**config.mk**
```make
export PLATFORM = sky130hd
export DESIGN_NAME = muldiv_writeback_unit
export DESIGN_NICKNAME = d
export VERILOG_FILES = /design/src/rtl/muldiv_writeback_unit.sv
export SDC_FILE = /design/constraint.sdc
export NUM_CORES = 1
export LEC_CHECK = 0
export CORE_UTILIZATION = 60
export CTS_CLUSTER_DIAMETER = 50
export DETAILED_ROUTE_END_ITERATION = 8
export GPL_TIMING_DRIVEN = 0
export PLACE_DENSITY_LB_ADDON = 0.1
export SLEW_MARGIN = 20
export SYNTH_ARGS = -nofsm -noshare
export SYNTH_HDL_FRONTEND = slang
export SYNTH_SLANG_ARGS = --single-unit
export TNS_END_PERCENT = 1
```
**constraint.sdc**
```tcl
create_clock -name Clk -period 5.92 [get_ports Clk]
set_input_delay 0.592 -clock Clk [delete_from_list [all_inputs] [get_ports Clk]]
set_output_delay 0.592 -clock Clk [all_outputs]
set_load 0.02 [all_outputs]
```
**src/rtl/muldiv_writeback_unit.sv**
```systemverilog
// -----------------------------------------------------------------------------
// muldiv_writeback_unit
//
// Purpose:
//   Iterative multiply/divide unit placed between the register file read ports
//   and its write port. It handles one operation at a time. The operands are
//   latched on an accepted Start. The unit then runs WIDTH single-bit
//   iterations. It finishes with a one-cycle writeback that drives the
//   register-file write port.
//
// Ports:
//   Clk        rising-edge clock
//   Rst        asynchronous active-low reset (0 = reset)
//   Start      operation request, honoured only while Busy = 0
//   Op         00 MUL (low word), 01 MULHU (high word), 10 DIVU, 11 REMU
//   AData      operand A (multiplicand / dividend)
//   BData      operand B (multiplier / divisor)
//   DestAddr   destination register of the result
//   Busy       high from the accepting edge through the writeback cycle
//   Done       one-cycle pulse in the writeback cycle
//   DivByZero  with Done: divide/remainder op with a zero divisor
//   WriteData  result toward the register file (holds after writeback)
//   WriteAddr  destination toward the register file (holds after writeback)
//   WRF        register file write enable (never asserted for register 0)
// -----------------------------------------------------------------------------
module muldiv_writeback_unit #(
  parameter int WIDTH  = 32,
  parameter int ADDR_W = 5
) (
  input  logic              Clk,
  input  logic              Rst,
  input  logic              Start,
  input  logic [1:0]        Op,
  input  logic [WIDTH-1:0]  AData,
  input  logic [WIDTH-1:0]  BData,
  input  logic [ADDR_W-1:0] DestAddr,
  output logic              Busy,
  output logic              Done,
  output logic              DivByZero,
  output logic [WIDTH-1:0]  WriteData,
  output logic [ADDR_W-1:0] WriteAddr,
  output logic              WRF
);

  localparam int CNT_W = (WIDTH > 1) ? $clog2(WIDTH) : 1;
  localparam logic [CNT_W-1:0] LAST_ITER = CNT_W'(WIDTH - 1);

  typedef enum logic [1:0] {
    ST_IDLE = 2'd0,
    ST_RUN  = 2'd1,
    ST_WB   = 2'd2
  } state_t;

  state_t              state_q, state_d;
  logic [WIDTH-1:0]    a_q, a_d;         // multiplicand, or dividend shifted out MSB first
  logic [WIDTH-1:0]    b_q, b_d;         // multiplier shifted out LSB first, or divisor
  logic [1:0]          op_q, op_d;
  logic [ADDR_W-1:0]   dest_q, dest_d;
  logic [2*WIDTH-1:0]  acc_q, acc_d;     // {hi, lo}: product, or {remainder, quotient}
  logic [CNT_W-1:0]    cnt_q, cnt_d;
  logic                busy_q, busy_d;
  logic                done_q, done_d;
  logic                dbz_q, dbz_d;
  logic                wrf_q, wrf_d;
  logic [WIDTH-1:0]    wdata_q, wdata_d;
  logic [ADDR_W-1:0]   waddr_q, waddr_d;

  // Datapath for one iteration
  logic [WIDTH:0]      mul_sum;
  logic [2*WIDTH-1:0]  mul_acc;
  logic [WIDTH:0]      div_rem_sh;
  logic [WIDTH:0]      div_diff;
  logic                div_ge;
  logic [WIDTH-1:0]    div_rem_new;
  logic [2*WIDTH-1:0]  div_acc;
  logic [2*WIDTH-1:0]  acc_run;
  logic [WIDTH-1:0]    result;

  always_comb begin
    // Shift-add multiply. The high half accumulates the partial product.
    // Each step shifts the whole product right, so after WIDTH steps the
    // full 2*WIDTH-bit product is in place.
    mul_sum = {1'b0, acc_q[2*WIDTH-1:WIDTH]} +
              {1'b0, (b_q[0] ? a_q : {WIDTH{1'b0}})};
    mul_acc = {mul_sum, acc_q[WIDTH-1:1]};

    // Restoring divide. The remainder sits in the high half. Quotient bits
    // enter the low half from the right. The compare is WIDTH+1 bits wide
    // because the shifted remainder can carry one extra bit.
    div_rem_sh  = {acc_q[2*WIDTH-1:WIDTH], a_q[WIDTH-1]};
    div_diff    = div_rem_sh - {1'b0, b_q};
    div_ge      = (div_rem_sh >= {1'b0, b_q});
    div_rem_new = div_ge ? div_diff[WIDTH-1:0] : div_rem_sh[WIDTH-1:0];
    div_acc     = {div_rem_new, acc_q[WIDTH-2:0], div_ge};

    acc_run = op_q[1] ? div_acc : mul_acc;
    // MUL and DIVU take the low half (low product word or quotient).
    // MULHU and REMU take the high half (high product word or remainder).
    result  = op_q[0] ? acc_run[2*WIDTH-1:WIDTH] : acc_run[WIDTH-1:0];
  end

  always_comb begin
    state_d = state_q;
    a_d     = a_q;
    b_d     = b_q;
    op_d    = op_q;
    dest_d  = dest_q;
    acc_d   = acc_q;
    cnt_d   = cnt_q;
    busy_d  = busy_q;
    done_d  = done_q;
    dbz_d   = dbz_q;
    wrf_d   = wrf_q;
    wdata_d = wdata_q;
    waddr_d = waddr_q;

    case (state_q)
      ST_IDLE: begin
        if (Start) begin
          a_d     = AData;
          b_d     = BData;
          op_d    = Op;
          dest_d  = DestAddr;
          acc_d   = '0;
          cnt_d   = '0;
          busy_d  = 1'b1;
          state_d = ST_RUN;
        end
      end

      ST_RUN: begin
        acc_d = acc_run;
        if (op_q[1]) begin
          a_d = a_q << 1;
        end else begin
          b_d = b_q >> 1;
        end
        cnt_d = cnt_q + 1'b1;
        if (cnt_q == LAST_ITER) begin
          cnt_d   = '0;
          state_d = ST_WB;
          done_d  = 1'b1;
          wrf_d   = (dest_q != '0);
          // The multiply path shifts b_q, but the divide path keeps it, so
          // b_q still holds the latched divisor here for divide ops.
          dbz_d   = op_q[1] && (b_q == '0);
          wdata_d = result;
          waddr_d = dest_q;
        end
      end

      ST_WB: begin
        // Any Start seen while in this state is ignored.
        state_d = ST_IDLE;
        busy_d  = 1'b0;
        done_d  = 1'b0;
        wrf_d   = 1'b0;
        dbz_d   = 1'b0;
      end

      default: begin
        state_d = ST_IDLE;
        busy_d  = 1'b0;
        done_d  = 1'b0;
        wrf_d   = 1'b0;
        dbz_d   = 1'b0;
      end
    endcase
  end

  always_ff @(posedge Clk or negedge Rst) begin
    if (!Rst) begin
      state_q <= ST_IDLE;
      a_q     <= '0;
      b_q     <= '0;
      op_q    <= '0;
      dest_q  <= '0;
      acc_q   <= '0;
      cnt_q   <= '0;
      busy_q  <= 1'b0;
      done_q  <= 1'b0;
      dbz_q   <= 1'b0;
      wrf_q   <= 1'b0;
      wdata_q <= '0;
      waddr_q <= '0;
    end else begin
      state_q <= state_d;
      a_q     <= a_d;
      b_q     <= b_d;
      op_q    <= op_d;
      dest_q  <= dest_d;
      acc_q   <= acc_d;
      cnt_q   <= cnt_d;
      busy_q  <= busy_d;
      done_q  <= done_d;
      dbz_q   <= dbz_d;
      wrf_q   <= wrf_d;
      wdata_q <= wdata_d;
      waddr_q <= waddr_d;
    end
  end

  assign Busy      = busy_q;
  assign Done      = done_q;
  assign DivByZero = dbz_q;
  assign WRF       = wrf_q;
  assign WriteData = wdata_q;
  assign WriteAddr = waddr_q;

endmodule

```
==> reports/metrics.cfg <==
[status]
status=finished, final reports clean

[logic_synthesis]
synth-edff-count=0
ys.flop_type=dfrtp_1
ys_top_cells_by_count=nand2_1, dfrtp_1, o21ai_0
synth_nets=1633
synth_area_sq_um=12750
ys_async_sr_fraction_pct=100.0
synth_warnings=0
synth_seq_cells=183
synth_cell_types=69
yosysSeqAreaShare_pct=35.92
synth_area_leader_cell=dfrtp_1
synthCells=1490
synthTopCellsByArea=dfrtp_1, mux2i_1, ha_1
synth.avg_cell_area_sq_um=8.556
synth_top_area_share_pct=35.92
yosysMostFrequentCell=nand2_1

[detailed_routing]
drt_iter0_drc=1341
dr.pass1.iters=5
routed_via_density=6.562
post_drt_wl_per_cell_um=22.70
dr_total_vias=12520
drc=0
wl_mm=43.31
ant_nets=0

[clocking]
cts_root_buf=clkbuf_16
hold_buffers=0
numCtsBuffers=17
clkLatencyLatePin_ns=0.45
cts_max_level=4
path_clk_slew_ns=0.09
clock_path_buffers=2
cts_tree=done
cts_resized=0
cts_setup_buffers=0
clock-sinks=183

[grt]
grt-ovfl-total=0
grt_pass1_vias=12000
antenna_found_initial=0
grt_start_max_net_pins=101
grt_use_total_pct=40.96
grt_pass1_wl_mm=67.36

[final_layout]
final_util_pct=72.23
diodes=0
instances_no_fill=1908
syn_to_final_growth_pct=16.49
drive_above_1_share_pct=4.090
final_nets=1768
final_cell_area_sq_um=14850

[die]
initial_core_util_pct=62.01
dieWidth_um=147.8
coreArea_sq_um=20560
io_pins=115
die_area_sq_um=21830
rows=52
fp.dieH_um=147.8

[critical_path]
setup.worst_path.class=flip-flop to flip-flop
startpoint_type=flip-flop
cp_top_family=compound AO/OA/AOI/OAI gates
crit_arrival_ns=5.23
path_buf_inv=1
crit_chain=clkbuf_1 > and2_1 > ha_1 > o211ai_1 > a21oi_1 > o41ai_1 > o21ai_0 > a221oi_1 > xnor2_1 > nand2_1 > a221oi_1 > a211o_1
setup.worst_path.end_class=flip-flop
crit_slowest_cell=o41ai_1
path_max_fanout=10
cp_data_required_time_ns=6.31
worst_path_most_repeated_cell=a221oi_1
max_stage_delay_ns=0.84

[timing]
fin_tns_setup_ns=0
grt_setup_unrepaired=false
max_slew_margin_pct=24.51
max_freq_ghz=0.2068
period_share_pct=81.67
fin_crit_ns=4.835
setup-violations-final=0
tightest_slew_ns=1.132
hold_violations=0
fin_skew_ns=0.01307
slew_violations=0

[min_path]
hp-class=input port to asynchronous set/reset pin

[pwr]
leakage_nw=6.530
p_per_area_nw_per_um2=706.4
vdd_ir_drop_max_mv=0.3339
finalPower_mw=10.49

[placed_design]
gp_congestion=1.043
hpwl_mm=33.35
placed_cells=1875
portBuffers=114
place_area_sq_um=14260

[job]
drv_cap=0

worst register-to-register path: cells and delay by family, from the launching register on:
| family | cells | cell delay (ns) |
|---|---|---|
| flip-flops | 1 | 0.65 |
| adder cells (fa/ha/maj) | 1 | 0.27 |
| buffers and inverters | 1 | 0.31 |
| XOR/XNOR | 1 | 0.19 |
| AND/OR/NAND/NOR | 2 | 0.28 |
| AO/OA/AOI/OAI | 7 | 3.07 |
layout make-up:
cell class / instances / area [sq um]
multi-input combinational: 1154 / 7552
fill: 1619 / 5709
sequential: 183 / 4579
timing repair buffer: 116 / 1181
clock buffer: 18 / 429.2
buffer: 94 / 395.4
tap: 270 / 337.8
inverter: 59 / 221.5
clock inverter: 14 / 153.9
cell families (layout without fill, tap and decap cells):
group,Yosys count,count (layout),synth area share (%)
buffers and inverters,153,301,4.839
XOR/XNOR,48,48,3.298
adder cells (fa/ha/maj),69,69,6.890
flip-flops,183,183,35.92
AND/OR/NAND/NOR,481,481,17.92
AO/OA/AOI/OAI,435,435,21.23
multiplexers,121,121,9.903
where the power goes:
group	switching, mW	internal [mW]
sequential	0.596	1.78
combinational	4.38	2.58
clock	0.589	0.567
total	5.56	4.93
final timing paths:
kind / startpoint / to / slack, ns / cells after the start
max in group asynchronous: Rst / acc_q[1] / 4.85 / 2
worst max-delay path: b_q[0] / WriteData[23] / 1.08 / 12
min in group Clk: WriteAddr[3] / WriteAddr[3] / 0.48 / 2
worst min-delay path: Rst / b_q[26] / 0.13 / 1
worst min register to register: WriteAddr[3] / WriteAddr[3] / 0.48 / 2
worst max register to register: b_q[0] / WriteData[23] / 1.08 / 12
layout by cell type (no fill, tap or decap), types with 17 or more instances in the layout:
master and n:
clkbuf_16 17, nor2_1 59, o21ai_0 161, mux2i_1 110, a211oi_1 18, nand2_1 193, and2_1 35, xnor2_1 35
clkdlybuf4s50_1 113, clkbuf_1 76, ha_1 67, nand4_1 18, nor3_1 36, o31ai_1 18, dfrtp_1 183, a21oi_1 88
a21o_1 38, nand3_1 70, inv_1 58
sequential cells by signal, indices dropped and copies added (netlist names):
name,flops
Done,1
op_q,2
a_q,32
state_q,2
DivByZero,1
acc_q,64
WriteAddr,5
dest_q,5
WRF,1
cnt_q,5
Busy,1
WriteData,32
b_q,32
per-stage QoR:
stage / worst slack (ns) / hold slack, ns
finish: 1.085 / 0.1344
global route: 0.9775 / 0.1911
CTS: 1.256 / 0.1618
detailed placement: 1.355 / 0.4619
global placement: -3.291 / 0.4607
floorplan: 2.617 / 0.2964
layer usage:
| layer | vias up | global-route usage (%) | wire length (um) |
|---|---|---|---|
| met5 | - | 0 | 0 |
| met2 | 755 | 62.43 | 19080 |
| met4 | 0 | 20.26 | 2246 |
| met1 | 5967 | 55.39 | 17310 |
| met3 | 131 | 8.735 | 4678 |
| li1 | 5667 | - | - |
Note: power is estimated with default switching activity, not from simulation.
